## src/rtl/complex_pkg.sv

```systemverilog
// Shared constants for the complex operand loader: default width, state and word-index encodings.
// Imported by the loader interface and the loader itself.
package complex_pkg;

    localparam int DATA_W_DEF = 32;

    localparam logic [1:0] IDLE   = 2'd0;
    localparam logic [1:0] LOAD   = 2'd1;
    localparam logic [1:0] HOLD   = 2'd2;
    localparam logic [1:0] RESULT = 2'd3;

    localparam logic [1:0] W_RA = 2'd0;
    localparam logic [1:0] W_IA = 2'd1;
    localparam logic [1:0] W_RB = 2'd2;
    localparam logic [1:0] W_IB = 2'd3;

    localparam logic OP_SUM = 1'b1;
    localparam logic OP_SUB = 1'b0;

    typedef enum logic [1:0] {
        ST_IDLE   = IDLE,
        ST_LOAD   = LOAD,
        ST_HOLD   = HOLD,
        ST_RESULT = RESULT
    } state_t;

endpackage

```

## src/rtl/complex_operand_loader_if.sv

```systemverilog
// Loader bus: operand word stream in, ALU operands/result, captured result stream out.
// master = loader side, slave = environment (feeder, ALU, result consumer).
interface complex_operand_loader_if #(
    parameter int DATA_W = complex_pkg::DATA_W_DEF
);
    logic                  in_valid;
    logic                  in_ready;
    logic [DATA_W-1:0]     in_data;
    logic                  in_op;
    logic [DATA_W-1:0]     Real_A;
    logic [DATA_W-1:0]     Im_A;
    logic [DATA_W-1:0]     Real_B;
    logic [DATA_W-1:0]     Im_B;
    logic                  sum_sub;
    logic                  alu_done;
    logic [2*DATA_W-1:0]   res_in;
    logic                  res_valid;
    logic                  res_ready;
    logic [2*DATA_W-1:0]   res_out;
    logic                  err;

    modport master (
        input  in_valid, in_data, in_op, alu_done, res_in, res_ready,
        output in_ready, Real_A, Im_A, Real_B, Im_B, sum_sub, res_valid, res_out, err
    );

    modport slave (
        output in_valid, in_data, in_op, alu_done, res_in, res_ready,
        input  in_ready, Real_A, Im_A, Real_B, Im_B, sum_sub, res_valid, res_out, err
    );
endinterface

```

## src/rtl/complex_operand_loader.sv

```systemverilog
// Collects Real_A/Im_A/Real_B/Im_B + op, holds them for the ALU, captures its result ALU_LAT+1 edges
// after the last word (retrying while alu_done=0); in_ready low in HOLD/RESULT, result held until res_ready.
// LOADER_TIMEOUT_EN adds a mid-set idle watchdog that aborts the set and pulses err.
module complex_operand_loader
    import complex_pkg::*;
#(
    parameter int DATA_W  = DATA_W_DEF,
    parameter int ALU_LAT = 2,
    parameter int TIMEOUT = 255
) (
    input  logic clock,
    input  logic reset,
    complex_operand_loader_if.master bus
);

    localparam int CW = $clog2(ALU_LAT + 1);

    state_t              state, state_nxt;
    logic [1:0]          widx;
    logic [CW-1:0]       hold_cnt;
    logic [DATA_W-1:0]   ra, ia, rb, ib;
    logic                op;
    logic [2*DATA_W-1:0] res;
    logic                res_vld;
    logic                err_q;
    logic                in_rdy, accept, capture, abort;

    assign in_rdy  = (state == ST_IDLE) || (state == ST_LOAD);
    assign accept  = bus.in_valid && in_rdy;
    assign capture = (state == ST_HOLD) && (hold_cnt == '0) && bus.alu_done;

`ifdef LOADER_TIMEOUT_EN
    localparam int IW = $clog2(TIMEOUT + 1);
    logic [IW-1:0] idle_cnt;

    assign abort = (state == ST_LOAD) && !accept && (idle_cnt == IW'(TIMEOUT - 1));

    always_ff @(posedge clock or negedge reset) begin
        if (!reset) begin
            idle_cnt <= '0;
            err_q    <= 1'b0;
        end else begin
            err_q <= abort;
            if (state != ST_LOAD || accept || abort)
                idle_cnt <= '0;
            else
                idle_cnt <= idle_cnt + IW'(1);
        end
    end
`else
    // Without the watchdog TIMEOUT is meaningless; this term is constant false.
    assign abort = (TIMEOUT < 0);
    assign err_q = 1'b0;
`endif

    always_comb begin
        state_nxt = state;
        case (state)
            ST_IDLE:   if (accept) state_nxt = ST_LOAD;
            ST_LOAD: begin
                if (accept && widx == W_IB) state_nxt = ST_HOLD;
                else if (abort)             state_nxt = ST_IDLE;
            end
            ST_HOLD:   if (capture) state_nxt = ST_RESULT;
            ST_RESULT: if (bus.res_ready) state_nxt = ST_IDLE;
            default:   state_nxt = ST_IDLE;
        endcase
    end

    always_ff @(posedge clock or negedge reset) begin
        if (!reset) begin
            state    <= ST_IDLE;
            widx     <= W_RA;
            hold_cnt <= '0;
            ra       <= '0;
            ia       <= '0;
            rb       <= '0;
            ib       <= '0;
            op       <= OP_SUB;
            res      <= '0;
            res_vld  <= 1'b0;
        end else begin
            state <= state_nxt;

            if (accept) begin
                case (widx)
                    W_RA: begin
                        ra <= bus.in_data;
                        op <= bus.in_op;
                    end
                    W_IA: ia <= bus.in_data;
                    W_RB: rb <= bus.in_data;
                    W_IB: ib <= bus.in_data;
                endcase
                widx <= widx + 2'd1;
            end else if (abort) begin
                widx <= W_RA;
            end

            // Counter reaches zero exactly one edge before the earliest legal capture edge.
            if (accept && widx == W_IB)
                hold_cnt <= CW'(ALU_LAT);
            else if (state == ST_HOLD && hold_cnt != '0)
                hold_cnt <= hold_cnt - CW'(1);

            if (capture) begin
                res     <= bus.res_in;
                res_vld <= 1'b1;
            end else if (state == ST_RESULT && bus.res_ready) begin
                res_vld <= 1'b0;
            end
        end
    end

    assign bus.in_ready  = in_rdy;
    assign bus.Real_A    = ra;
    assign bus.Im_A      = ia;
    assign bus.Real_B    = rb;
    assign bus.Im_B      = ib;
    assign bus.sum_sub   = op;
    assign bus.res_out   = res;
    assign bus.res_valid = res_vld;
    assign bus.err       = err_q;

endmodule

```

## src/flat_wrapper.sv

```systemverilog
// flat-port wrapper written by rule: the top's interface ports become plain ports
module complex_operand_loader_flat import complex_pkg::*;
#(
    parameter int DATA_W  = DATA_W_DEF,
    parameter int ALU_LAT = 2,
    parameter int TIMEOUT = 255
)
  (clock, reset, bus_in_valid, bus_in_data, bus_in_op, bus_alu_done, bus_res_in, bus_res_ready, bus_in_ready, bus_Real_A, bus_Im_A, bus_Real_B, bus_Im_B, bus_sum_sub, bus_res_valid, bus_res_out, bus_err);
  complex_operand_loader_if #(.DATA_W(DATA_W)) bus_i ();
  input  logic clock;
  input  logic reset;
  input wire logic [$bits(bus_i.in_valid)-1:0] bus_in_valid;
  input wire logic [$bits(bus_i.in_data)-1:0] bus_in_data;
  input wire logic [$bits(bus_i.in_op)-1:0] bus_in_op;
  input wire logic [$bits(bus_i.alu_done)-1:0] bus_alu_done;
  input wire logic [$bits(bus_i.res_in)-1:0] bus_res_in;
  input wire logic [$bits(bus_i.res_ready)-1:0] bus_res_ready;
  output wire logic [$bits(bus_i.in_ready)-1:0] bus_in_ready;
  output wire logic [$bits(bus_i.Real_A)-1:0] bus_Real_A;
  output wire logic [$bits(bus_i.Im_A)-1:0] bus_Im_A;
  output wire logic [$bits(bus_i.Real_B)-1:0] bus_Real_B;
  output wire logic [$bits(bus_i.Im_B)-1:0] bus_Im_B;
  output wire logic [$bits(bus_i.sum_sub)-1:0] bus_sum_sub;
  output wire logic [$bits(bus_i.res_valid)-1:0] bus_res_valid;
  output wire logic [$bits(bus_i.res_out)-1:0] bus_res_out;
  output wire logic [$bits(bus_i.err)-1:0] bus_err;
  assign bus_i.in_valid = bus_in_valid;
  assign bus_i.in_data = bus_in_data;
  assign bus_i.in_op = bus_in_op;
  assign bus_i.alu_done = bus_alu_done;
  assign bus_i.res_in = bus_res_in;
  assign bus_i.res_ready = bus_res_ready;
  assign bus_in_ready = bus_i.in_ready;
  assign bus_Real_A = bus_i.Real_A;
  assign bus_Im_A = bus_i.Im_A;
  assign bus_Real_B = bus_i.Real_B;
  assign bus_Im_B = bus_i.Im_B;
  assign bus_sum_sub = bus_i.sum_sub;
  assign bus_res_valid = bus_i.res_valid;
  assign bus_res_out = bus_i.res_out;
  assign bus_err = bus_i.err;
  complex_operand_loader #(.DATA_W(DATA_W), .ALU_LAT(ALU_LAT), .TIMEOUT(TIMEOUT)) u_core (.clock(clock), .reset(reset), .bus(bus_i));
endmodule
```

## config.mk

```make
export PLATFORM = sky130hd
export DESIGN_NAME = complex_operand_loader_flat
export DESIGN_NICKNAME = d
export VERILOG_FILES = /design/src/rtl/complex_pkg.sv /design/src/rtl/complex_operand_loader_if.sv /design/src/rtl/complex_operand_loader.sv /design/src/flat_wrapper.sv
export SDC_FILE = /design/constraint.sdc
export NUM_CORES = 1
export LEC_CHECK = 0
export BUFFER_PORTS_ARGS = -buffer_cell sky130_fd_sc_hd__buf_4
export CAP_MARGIN = 5
export CORE_UTILIZATION = 35
export CTS_CLUSTER_DIAMETER = 100
export CTS_CLUSTER_SIZE = 24
export DETAILED_ROUTE_END_ITERATION = 16
export PLACE_DENSITY = 0.71
export SLEW_MARGIN = 15
export SYNTH_ARGS = -nofsm -noshare
export SYNTH_HDL_FRONTEND = slang
export SYNTH_SLANG_ARGS = --single-unit
```

## constraint.sdc

```tcl
create_clock -name clock -period 3.2 [get_ports clock]
set_input_delay 0.32 -clock clock [delete_from_list [all_inputs] [get_ports clock]]
set_output_delay 0.32 -clock clock [all_outputs]
set_load 0.02 [all_outputs]
```

==> results.txt <==
nets - 869
final hold vios - 0
Yosys cell types - 26
Clock Skews - 9.89 ps
sw frac - 37.7%
Final min period - 1970 ps
Setup WS post-layout - 1230 ps
Post-Syn Instances - 456
register share of total power - 35.9%
critical-path maximum fanout - 27
placer congestion estimate - 0.727
crit-path leading delay family - buffers and inverters
met3 usage - 7.00%
RSZ-0062 raised after global routing - no
CTS root buf - clkbuf_16
ant diodes - 0
CTS Buf Count - 17
final wirelength - 17500 um
Detailed Routing Iterations Pass 1 - 4
1st-iter DRT viols - 109
cell taking the most area after synthesis - dfrtp_1
Int Pwr - 7710 uW
via count of the first global-routing pass - 4981
max-slew violation count - 0
gr ovfl total - 0
Worst Path Buf+Inv - 2
I/O pin count - 298
Power Density - 1150 nW/um2
antenna viol nets, final - 0
DRC violations left - 0
Post-synth EDFFs - 0
fin crit share - 61.5%
core area - 21300 um2
Async S/R FF share, synth - 100%
clock buffer depth - 2
yosys warns - 0
dpl ws - 1230 ps
Slowest Stage Delay on Critical Path - 410 ps
maximum number of pins on one net before global-route repair - 98
Die H - 150 um
CP max-delay cell - buf_4
net switching power - 4660 uW
clock slew at reported path FFs - 80 ps
final setup violation count - 0
synthesis-to-layout area growth - 40.1%
Req. time, crit path - 3510 ps
DR vias - 4838
Worst EP arrival - 2270 ps
global-route wire length before repair - 26800 um
post-synth top area share - 65.1%
Setup TNS - 0 ps
die area - 22600 um2
part of the power in the clock network - 17.4%
most frequent cell after synthesis - dfrtp_1
crit path launch type - flip-flop
IO buf count - 296
cell leakage power - 0.00527 uW
GRT met2 Usage - 25.9%
WS Path Type - flip-flop to flip-flop
Initial Utilization - 36.1%
DR WL/cell - 16.7 um
post_cts resized - 0
met1 Resource Use GR - 18.3%
Post-CTS Setup Inserts - 0
post-DR vias/cell - 4.63
CP endpoint kind - flip-flop
Max-slew headroom - 46.2%
flops & latches, synth - 200
clock network latency to the later pin of the worst-skew pair - 420 ps
crit path cell chain - inv_1 -> ha_1 -> nand3_2 -> buf_4 -> mux2_2
Detail Placement HPWL - 12300 um
gr busiest metal - met2
combinational share of power - 46.7%
fmax - 508 MHz
ys flop type - dfrtp_1
Max-Cap Viols - 0
Commonest cells post-synth - dfrtp_1 (200), mux2_2 (190), buf_6 (9), ha_1 (9), buf_2 (7)
Core Rows - 53
sequential share of the synthesized area - 65.1%
initial antenna violation count - 0
CTS tree - built
clk sink count - 200
DIE WIDTH - 150 um
Post-Syn Area - 7690 um2
maximum vdd drop - 0.000536 V
status - complete, no violations
total track usage - 15.6%
H-tree levels - 4
worst-margin pin slew - 807 ps
syn avg cell area - 16.9 um2
fraction of layout cells with a size suffix above 1 - 69.0%
most area-consuming cells after synthesis - dfrtp_1 (65%), mux2_2 (28%), ha_1 (1.5%)
Mapped Nets - 567
worst hold path class - input port to flip-flop
## through the flow
step | hold slack, ps | util (%) | std cells | cell area, um2 | power, uW
2_1_floorplan | 24.4 | - | 456 | 7690 | 7750
6_report | 124 | 50.6 | 1046 | 10800 | 12400
3_3_place_gp | 460 | 47.7 | 1013 | 10200 | 10200
5_1_grt | 91.6 | 50.6 | 1046 | 10800 | 13100
3_5_place_dp | 461 | 47.7 | 1013 | 10200 | 10400
4_1_cts | 102 | 50.6 | 1046 | 10800 | 12500
## layer usage
layer / routed length (um) / up-vias
met5: 0 / -
met4: 166 / 0
met3: 1800 / 9
met2: 8480 / 182
met1: 7050 / 2449
li1: - / 2198
## state kept, by name (all words and copies together) (netlist names)
register / count
u_core.bus.Im_A: 32
u_core.bus.Im_B: 32
u_core.bus.Real_A: 32
u_core.bus.Real_B: 32
u_core.bus.res_out: 64
u_core.bus.res_valid: 1
u_core.bus.sum_sub: 1
u_core.hold_cnt: 2
u_core.state: 2
u_core.widx: 2
## layout by cell type, fill, tap and decap left out
master         count
nand4_1            1
a22oi_1            1
inv_1              6
nand2b_1           3
clkbuf_16         17
nand2_1            5
and2_1             1
xnor2_1            2
conb_1             1
a21bo_2            1
clkinv_8           4
mux2_1             4
buf_12             1
clkbuf_8           1
nor2_1             1
o21ai_0            1
mux2_2           190
clkinvlp_4         2
dfrtp_1          200
inv_12             1
nand2_4            3
nand3_4            1
clkinv_4           3
ha_1               9
nand3_2            1
buf_4            300
inv_8              5
o21bai_1           1
and3_1             1
o211ai_1           1
o21a_4             1
or2_4              1
dlygate4sd3_1      1
## cells by family (layout without fill, tap and decap cells)
| kind of cell | Yosys count | in the layout | synth area share [%] |
|---|---|---|---|
| buffers and inverters | 26 | 341 | 2.46 |
| and+or+nand+nor | 18 | 18 | 1.63 |
| other | 1 | 1 | 0.0488 |
| muxes | 194 | 194 | 28.4 |
| AOI/OAI and AO/OA | 6 | 6 | 0.683 |
| adders and majority gates | 9 | 9 | 1.46 |
| xor gates and xnor gates | 2 | 2 | 0.228 |
| DFF | 200 | 200 | 65.1 |
## power groups by stage
stage | Clock (uW) | Sequential (uW) | Combinational [uW]
after global placement | 0 | 4440 | 5800
after detailed placement | 0 | 4490 | 5870
final | 2150 | 4450 | 5770
after floorplan | 0 | 5950 | 1790
after CTS | 2220 | 4450 | 5870
after global routing | 2320 | 4600 | 6140
## timing repair
action                                  CTS  global route
endpoints found under the hold margin    19             0
endpoints found under the setup margin    0             0
hold buffers                              1             0
## area by class of cell
| cell class | count | area (um2) |
|---|---|---|
| Clock buffer | 17 | 425 |
| Fill cell | 1853 | 10500 |
| Clock inverter | 15 | 179 |
| Inverter | 6 | 22.5 |
| Tap cell | 275 | 344 |
| Multi-Input combinational cell | 230 | 2500 |
| Sequential cell | 200 | 5000 |
| Timing Repair Buffer | 303 | 2300 |
## worst reg2reg max path: cells and delay by family (launching register included)
family | cells | cell delay (ps)
fa+ha+maj | 1 | 250
flops | 1 | 390
simple gates | 1 | 320
mux | 1 | 390
buf+inv | 2 | 510
## final timing paths
kind,end,cells after the start,start,slack (ps)
max in group asynchronous,u_core.bus.Real_A[23]$_DFFE_PN0P_,3,reset,1830
setup / recovery,u_core.bus.res_out[16]$_DFFE_PN0P_,5,u_core.state[0]$_DFFE_PN0P_,1230
hold / removal,u_core.bus.res_out[37]$_DFFE_PN0P_,2,bus_res_in[37],120
min in group asynchronous,u_core.bus.Real_B[3]$_DFFE_PN0P_,2,reset,530
setup reg to reg,u_core.bus.res_out[16]$_DFFE_PN0P_,5,u_core.state[0]$_DFFE_PN0P_,1230
hold reg to reg,u_core.bus.res_valid$_DFFE_PN0P_,2,u_core.bus.res_valid$_DFFE_PN0P_,490
(Power assumes the default switching activity.)
